File: src/rtl/alu_vector_scanner_if.sv
// Vector/response bus between the ALU self-test scanner and the 4-bit ALU macro.
// The scanner is the master: it drives {op,b,a} and samples {cout,res}.
interface alu_vector_scanner_if;
    logic [3:0] vec_a;
    logic [3:0] vec_b;
    logic [1:0] vec_op;
    logic       vec_valid;
    logic [3:0] rsp_res;
    logic       rsp_cout;

    modport master (
        output vec_a, vec_b, vec_op, vec_valid,
        input  rsp_res, rsp_cout
    );

    modport slave (
        input  vec_a, vec_b, vec_op, vec_valid,
        output rsp_res, rsp_cout
    );
endinterface

File: src/rtl/alu_vector_scanner.sv
// Exhaustive self-test scanner for the 4-bit ALU: walks all 1024 {op,b,a} vectors,
// compares each delayed response against a golden model, counts mismatches, latches the first.
module alu_vector_scanner #(
    parameter int RSP_LATENCY = 1,
    parameter int ERR_W       = 8
) (
    input  logic                   clk,
    input  logic                   rst_n,
    input  logic                   start,
    input  logic                   abort,
    alu_vector_scanner_if.master   alu,
    output logic                   busy,
    output logic                   done,
    output logic                   pass,
    output logic [ERR_W-1:0]       err_count,
    output logic [9:0]             first_fail,
    output logic                   ff_valid
);

    typedef enum logic [1:0] {IDLE, RUN, DRAIN, DONE} state_t;

    typedef struct packed {
        logic       valid;
        logic [9:0] vec;     // {op, b, a}
    } stage_t;

    localparam logic [1:0]       DRAIN_LAST = 2'(RSP_LATENCY - 1);
    localparam logic [ERR_W-1:0] ERR_MAX    = '1;

    state_t     state;
    state_t     state_nxt;
    logic [9:0] idx;
    logic [1:0] drain_cnt;
    stage_t     dly [RSP_LATENCY];
    stage_t     tail;
    logic       start_acc;
    logic       abort_acc;
    logic       mismatch;

    function automatic logic [4:0] golden(input logic [9:0] v);
        logic [3:0] a;
        logic [3:0] b;
        a = v[3:0];
        b = v[7:4];
        case (v[9:8])
            2'b00:   golden = {1'b0, a} + {1'b0, b};
            2'b01:   golden = {1'b0, a} - {1'b0, b};
            2'b10:   golden = {1'b0, a & b};
            default: golden = {1'b0, a | b};
        endcase
    endfunction

    assign start_acc = start && (state == IDLE || state == DONE);
    assign abort_acc = abort && (state == RUN || state == DRAIN);
    assign tail      = dly[RSP_LATENCY-1];
    assign mismatch  = tail.valid && ({alu.rsp_cout, alu.rsp_res} != golden(tail.vec));

    // NOTE: clocked state uses non-blocking assignments so every register samples pre-edge values.
    always_ff @(posedge clk or negedge rst_n) begin
        if (!rst_n) state <= IDLE;
        else        state <= state_nxt;
    end

    always_comb begin
        state_nxt = state;
        unique case (state)
            IDLE:    if (start) state_nxt = RUN;
            RUN:     if (abort) state_nxt = IDLE;
                     else if (idx == 10'd1023) state_nxt = DRAIN;
            DRAIN:   if (abort) state_nxt = IDLE;
                     else if (drain_cnt == DRAIN_LAST) state_nxt = DONE;
            DONE:    if (start) state_nxt = RUN;
            default: state_nxt = IDLE;
        endcase
    end

    // NOTE: every output gets a default first so no path through the block infers a latch.
    always_comb begin
        busy          = 1'b0;
        done          = 1'b0;
        alu.vec_valid = 1'b0;
        alu.vec_a     = '0;
        alu.vec_b     = '0;
        alu.vec_op    = '0;
        unique case (state)
            RUN: begin
                busy          = 1'b1;
                alu.vec_valid = 1'b1;
                alu.vec_a     = idx[3:0];
                alu.vec_b     = idx[7:4];
                alu.vec_op    = idx[9:8];
            end
            DRAIN:   busy = 1'b1;
            DONE:    done = 1'b1;
            default: ;
        endcase
        pass = done && (err_count == '0);
    end

    always_ff @(posedge clk or negedge rst_n) begin
        if (!rst_n) begin
            idx        <= '0;
            drain_cnt  <= '0;
            err_count  <= '0;
            first_fail <= '0;
            ff_valid   <= 1'b0;
            // NOTE: the delay line is reset like plain flops; stale valid bits would trigger false compares.
            for (int i = 0; i < RSP_LATENCY; i++) dly[i] <= '0;
        end else begin
            if (start_acc || abort_acc) idx <= '0;
            else if (state == RUN)      idx <= idx + 10'd1;

            drain_cnt <= (state == DRAIN && !abort_acc) ? drain_cnt + 2'd1 : 2'd0;

            if (abort_acc) begin
                for (int i = 0; i < RSP_LATENCY; i++) dly[i] <= '0;
            end else begin
                dly[0] <= '{valid: (state == RUN), vec: idx};
                for (int i = 1; i < RSP_LATENCY; i++) dly[i] <= dly[i-1];
            end

            if (start_acc) begin
                err_count  <= '0;
                first_fail <= '0;
                ff_valid   <= 1'b0;
            end else if (mismatch) begin
                if (err_count != ERR_MAX) err_count <= err_count + ERR_W'(1);
                if (!ff_valid) begin
                    first_fail <= tail.vec;
                    ff_valid   <= 1'b1;
                end
            end
        end
    end

endmodule
File: src/flat_wrapper.sv
// flat-port wrapper written by rule: the top's interface ports become plain ports
module alu_vector_scanner_flat 
#(
    parameter int RSP_LATENCY = 1,
    parameter int ERR_W       = 8
)
  (clk, rst_n, start, abort, busy, done, pass, err_count, first_fail, ff_valid, alu_vec_a, alu_vec_b, alu_vec_op, alu_vec_valid, alu_rsp_res, alu_rsp_cout);
  alu_vector_scanner_if alu_i ();
  input  logic clk;
  input  logic rst_n;
  input  logic start;
  input  logic abort;
  output logic busy;
  output logic done;
  output logic pass;
  output logic [ERR_W-1:0] err_count;
  output logic [9:0] first_fail;
  output logic ff_valid;
  output wire logic [$bits(alu_i.vec_a)-1:0] alu_vec_a;
  output wire logic [$bits(alu_i.vec_b)-1:0] alu_vec_b;
  output wire logic [$bits(alu_i.vec_op)-1:0] alu_vec_op;
  output wire logic [$bits(alu_i.vec_valid)-1:0] alu_vec_valid;
  input wire logic [$bits(alu_i.rsp_res)-1:0] alu_rsp_res;
  input wire logic [$bits(alu_i.rsp_cout)-1:0] alu_rsp_cout;
  assign alu_vec_a = alu_i.vec_a;
  assign alu_vec_b = alu_i.vec_b;
  assign alu_vec_op = alu_i.vec_op;
  assign alu_vec_valid = alu_i.vec_valid;
  assign alu_i.rsp_res = alu_rsp_res;
  assign alu_i.rsp_cout = alu_rsp_cout;
  alu_vector_scanner #(.RSP_LATENCY(RSP_LATENCY), .ERR_W(ERR_W)) u_core (.clk(clk), .rst_n(rst_n), .start(start), .abort(abort), .alu(alu_i), .busy(busy), .done(done), .pass(pass), .err_count(err_count), .first_fail(first_fail), .ff_valid(ff_valid));
endmodule
File: config.mk
export PLATFORM = sky130hd
export DESIGN_NAME = alu_vector_scanner_flat
export DESIGN_NICKNAME = d
export VERILOG_FILES = /design/src/rtl/alu_vector_scanner_if.sv /design/src/rtl/alu_vector_scanner.sv /design/src/flat_wrapper.sv
export SDC_FILE = /design/constraint.sdc
export NUM_CORES = 1
export LEC_CHECK = 0
export BUFFER_PORTS_ARGS = -buffer_cell sky130_fd_sc_hd__buf_2
export CAP_MARGIN = 20
export CORE_MARGIN = 10
export CORE_UTILIZATION = 31
export DETAILED_ROUTE_END_ITERATION = 7
export GPL_TIMING_DRIVEN = 0
export PLACE_DENSITY_LB_ADDON = 0.2
export SLEW_MARGIN = 25
export SYNTH_ARGS = -nofsm -noshare
export SYNTH_HDL_FRONTEND = slang
export SYNTH_SLANG_ARGS = --single-unit
File: constraint.sdc
create_clock -name clk -period 8.5 [get_ports clk]
set_input_delay 0.425 -clock clk [delete_from_list [all_inputs] [get_ports clk]]
set_output_delay 0.425 -clock clk [all_outputs]
set_load 0.005 [all_outputs]
# After elaboration in Yosys (flattened, before gate mapping)

Cells that the tools add are included.

Bits in writable memories: 0
ROM bits: 0
Latch bits: 0
Register bits: 44
Output and inout port bits: 33
Memories kept: 0
Word-level logic and storage cells: 73

Add/sub/neg operators: 5
Bitwise gates (word level): 2
Reductions and logical operators: 21
Div/mod/pow operators: 0
Multiplexer cells: 25
Eq/ne operators: 12
Multiply operators: 0
Shifts and indexed selects: 0
$lt $le $gt $ge: 0

Operators by type and width:

| kind                                                   | count |
|---|---|
| two-way mux 10 bit                                     | 5 |
| two-way mux 8 bit                                      | 3 |
| one-hot mux 5 bit (3 select lines)                     | 1 |
| two-way mux 2 bit                                      | 7 |
| two-way mux 11 bit                                     | 1 |
| adder 10 x 1 -> 10 bit (second input constant)         | 1 |
| == test 10 bit (second input constant)                 | 1 |
| adder 8 x 1 -> 8 bit (second input constant)           | 1 |
| zero test 8 bit                                        | 1 |
| two-way mux 4 bit                                      | 2 |
| inequality test 8 bit (second input constant)          | 1 |
| == test 2 bit (second input constant)                  | 3 |
| zero test 2 bit                                        | 3 |
| inequality test 3 x 2 -> 1 bit (second input constant) | 2 |
| one-hot mux 2 bit (3 select lines)                     | 1 |
| nonzero test 2 bit                                     | 3 |
| adder 4 x 4 -> 5 bit                                   | 1 |
| logical AND 1 bit                                      | 5 |
| two-way mux 1 bit                                      | 5 |
| inequality test 5 bit                                  | 1 |
| subtractor 4 x 4 -> 5 bit                              | 1 |
| bitwise AND 4 bit                                      | 1 |
| == test 2 x 1 -> 1 bit (second input constant)         | 2 |
| bitwise OR 4 bit                                       | 1 |
| other kinds (8)                                        | 12 |

# Longest topological paths before layout

Depth in word-level cells: 6
Gate-level depth with buffers: 13
Gate-level depth less buffers: 12

# Least setup slack after synthesis

No wires, ideal clock.

Kind: register to register
Start: register u_core.dly[9] (netlist name)
End: register u_core.err_count[5]
Stages on the path, launching flop included: 13
Slack: 5.693 ns
Data arrival time: 2.724 ns
Data required time: 8.417 ns
Cells stage by stage: dfrtp_1 buf_6 nor2b_1 mux2i_1 ha_1 nor2b_1 o21ai_0 nand4_1 and4b_1 o211a_1 buf_6 or4_1 o21ai_0

Word-level cells in the longest chain between the ends: 6

RTL lines:

| element                                | line                      | text |
|---|---|---|
| start, declared                        | alu_vector_scanner.sv:34  | `stage_t dly [RSP_LATENCY];` |
| == test 2 bit (tied with other cells)  | alu_vector_scanner.sv:45  | `case (v[9:8])` |
| one-hot mux 5 bit (3 select lines) (*) | alu_vector_scanner.sv:45  |  |
| inequality test 5 bit (*)              | alu_vector_scanner.sv:56  | `assign mismatch = tail.valid && ({alu.rsp_cout, alu.rsp_res} != golden(tail.vec));` |
| logical AND 1 bit (*)                  | alu_vector_scanner.sv:56  |  |
| nonzero test 2 bit (no line) (*)       | --                        |  |
| AND reduction 2 bit (no line) (*)      | --                        |  |
| end signal, assigned                   | alu_vector_scanner.sv:127 | `if (err_count != ERR_MAX) err_count <= err_count + ERR_W'(1);` |
| end, declared                          | alu_vector_scanner.sv:15  | `output logic [ERR_W-1:0] err_count,` |

Mark *: on every way between the ends. The rest lies on a longest branch, timed or not.
A chain may end at the register's enable or synchronous reset.

# Final worst setup path

Start: register u_core.dly[9] (netlist name)
End: register u_core.first_fail[9]

Word-level cells in the longest chain between the ends: 6

RTL lines:

| element                               | line                      | text |
|---|---|---|
| == test 2 bit (tied with other cells) | alu_vector_scanner.sv:45  |  |
| one-hot mux 5 bit (3 select lines)    | alu_vector_scanner.sv:45  |  |
| inequality test 5 bit                 | alu_vector_scanner.sv:56  |  |
| logical AND 1 bit                     | alu_vector_scanner.sv:56  |  |
| nonzero test 2 bit (no line)          | --                        |  |
| AND reduction 2 bit (no line)         | --                        |  |
| end signal, assigned                  | alu_vector_scanner.sv:129 | `first_fail <= tail.vec;` |
| end, declared                         | alu_vector_scanner.sv:16  | `output logic [9:0] first_fail,` |

Parallel ways exist; a longest one is shown, timed or not. The select of a mux whose other input is x is not followed.

==> flow_summary.json <==
{
  "yosysSeqAreaShare_pct": 42.59,
  "initial_core_util_pct": 31.62,
  "row_count": 33,
  "ant_nets": 0,
  "clk_path_buf_depth": 2,
  "drt_first_pass_iters": 4,
  "first_iter_violations": 43,
  "setup_tns_ns": 0,
  "drt-total-wl_um": 6232,
  "relSlewSlack_pct": 51.11,
  "fillCellCount": 864,
  "multi_input_area_um2": 1334,
  "clock_latency_ns": 0.30,
  "area_growth_pct": 17.62,
  "synth_edf_count": 0,
  "antenna_found_initial": 0,
  "hold_viol": 0,
  "postCtsResizedCells": 0,
  "crit_family": "compound AO/OA/AOI/OAI gates",
  "status": "completed",
  "ctsHoldBuffers": 0,
  "hp-class": "input pin to async pin",
  "grt_pass1_vias": 2060,
  "max_stage_delay_ns": 0.59,
  "io_buffers": 41,
  "rsz0062_at_grt": "no",
  "drc_errors": 0,
  "critical_path.cell_chain": "buf_6 > nor2b_1 > mux2i_1 > ha_1 > nor2b_1 > o21ai_0 > nand4_1 > and4b_1 > o211ai_1 > buf_6 > nand3_1 > a21oi_1",
  "finalMaxSlewViolations": 0,
  "critical_path_arrival_ns": 3.46,
  "synth_fp_nets": 304,
  "cp.required_ns": 8.72,
  "drive_gt1_share_pct": 18.84,
  "cts_tree": "done",
  "cts_buffers": 5,
  "maxCapViolCount": 0,
  "ys.warnings.count": 0,
  "die_area_um2": 12390,
  "ys_ff_latch": 44,
  "syn-cell-area_um2": 2585,
  "avgViaCountPerCell": 4.878,
  "root_buffer": "clkbuf_8",
  "synth_flop_cell": "dfrtp_1",
  "async_flop_share_pct": 100.0,
  "fp.dieH_um": 111.3,
  "post-cts-setup-buffer-count": 0,
  "wl_per_cell_um": 14.36,
  "numClockSinks": 44,
  "synth.top_cell.area_share_pct": 42.59,
  "path_class": "register to register",
  "num_vias": 2117,
  "grt_start_max_net_pins": 45,
  "cp_max_fo": 10,
  "endpoint_kind": "register",
  "grt-ovfl-total": 0,
  "path_clk_slew_ns": 0.09,
  "core_um2": 8175,
  "htree_levels": 2,
  "antennaDiodeCount": 0,
  "setup_violations": 0,
  "crit_slowest_cell": "o211ai_1",
  "syn-mean-instance-area_um2": 9.232,
  "yosysMostFrequentCell": "dfrtp_1",
  "yosys-top-cells-count": "44 x dfrtp_1, 23 x a21oi_1, 23 x and2_1",
  "hpwlAfterDp_um": 4622,
  "startpoint_type": "register",
  "fin_nets": 352,
  "p_per_area_nw_per_um2": 216.6,
  "grt_pass1_wl_um": 10620,
  "layout_min_cycle_time_ns": 3.246,
  "max_freq_ghz": 0.3081,
  "synth_top_cell_by_area": "dfrtp_1",
  "register_area_um2": 1101,
  "leakage_uw": 0.001459,
  "synth_cell_types": 48,
  "tightest_slew_ns": 0.7302,
  "yosys-top-cells-area": "dfrtp_1 43%, ha_1 6.8%, and2_1 5.6%, a21oi_1 4.5%, nand3_1 3.9%",
  "ir_drop_mv": 0.1215,
  "die_x_um": 111.3,
  "grt_usage_pct": 10.10,
  "path_buf_inv": 2,
  "finClkSkew_ns": 0.01018,
  "place_congestion": 0.7762,
  "syn_inst": 280,
  "io_pins": 42,
  "fin_crit_sh_pct": 38.18,
  "p_total_uw": 658.5
}
## metrics by stage
stage | util, % | instance area, um2 | setup WS (ns) | hold WS, ns | std cells
detailed placement | 35.74 | 2922 | 5.259 | 0.4181 | 426
global route | 37.19 | 3040 | 4.978 | 0.1610 | 434
global placement | 35.74 | 2922 | 5.319 | 0.4124 | 426
finish | 37.19 | 3040 | 5.254 | 0.1131 | 434
CTS | 37.16 | 3038 | 5.222 | 0.3236 | 434
floorplan | - | 2585 | 5.693 | 0.1294 | 280
## placed cells by master, fill, tap and decap left out, types with 3 or more instances in the layout
master / netlist / layout
clkbuf_1: 7 / 7
inv_1: 17 / 17
and2_1: 23 / 23
nand3_1: 20 / 20
dfrtp_1: 44 / 44
nand4_1: 5 / 5
xor2_1: 9 / 9
ha_1: 14 / 14
xnor2_1: 5 / 5
a21oi_1: 23 / 23
or3_1: 3 / 3
and3_1: 5 / 5
clkbuf_8: 0 / 5
nand2b_1: 3 / 3
buf_2: 0 / 40
buf_6: 5 / 5
o21ai_0: 18 / 18
nand2_1: 18 / 18
nor2b_1: 5 / 5
nor2_1: 19 / 19
## sequential cells by signal, summed over array words and instances, names as in the netlist
name,flops
u_core.dly,11
u_core.drain_cnt,2
u_core.err_count,8
u_core.ff_valid,1
u_core.first_fail,10
u_core.idx,10
u_core.state,2
## report_power, final
group	leakage [uW]	internal [uW]	switching, uW	total, uW
registers	0.000605	235	28.0	263
logic	0.000796	87.7	142	230
clock network	0.0000583	88.6	77.5	166
## cells by family after synthesis
family,after synthesis,share of synthesized area [%]
compound gates,60,14.04
xor+xnor,14,4.744
fa+ha+maj,16,7.987
buf+inv,30,5.808
flops,44,42.59
mux,3,1.210
simple gates,113,23.62
## final timing paths
kind                                          start                    to  slack [ns]  depth (start not counted)
max in group asynchronous                     rst_n         u_core.dly[1]        8.00                          1
worst max register to register        u_core.dly[9]  u_core.first_fail[9]        5.25                         12
worst max-delay path                  u_core.dly[9]  u_core.first_fail[9]        5.25                         12
worst min-delay path                          rst_n   u_core.err_count[2]        0.11                          1
min in group clk                u_core.drain_cnt[0]   u_core.drain_cnt[0]        0.43                          1
worst min register to register  u_core.drain_cnt[0]   u_core.drain_cnt[0]        0.43                          1
## metal layers
metal / part of all wire, % / GRT usage (%) / wire, um
met1: 50 / 13.87 / 3138
met3: 6.1 / 3.409 / 378
met2: 43 / 14.77 / 2658
met5: 0 / 0 / 0
met4: 0.90 / 2.485 / 56
## area by class of cell
cell class	instances	area share [%]
Multi-Input combinational cell	206	43.87
Sequential cell	44	36.21
Timing Repair Buffer	41	6.831
Tap cell	105	4.321
Buffer	13	2.840
Clock buffer	5	2.263
Inverter	17	2.099
Clock inverter	3	1.564
No activity file was read; power rests on OpenSTA's default activity.
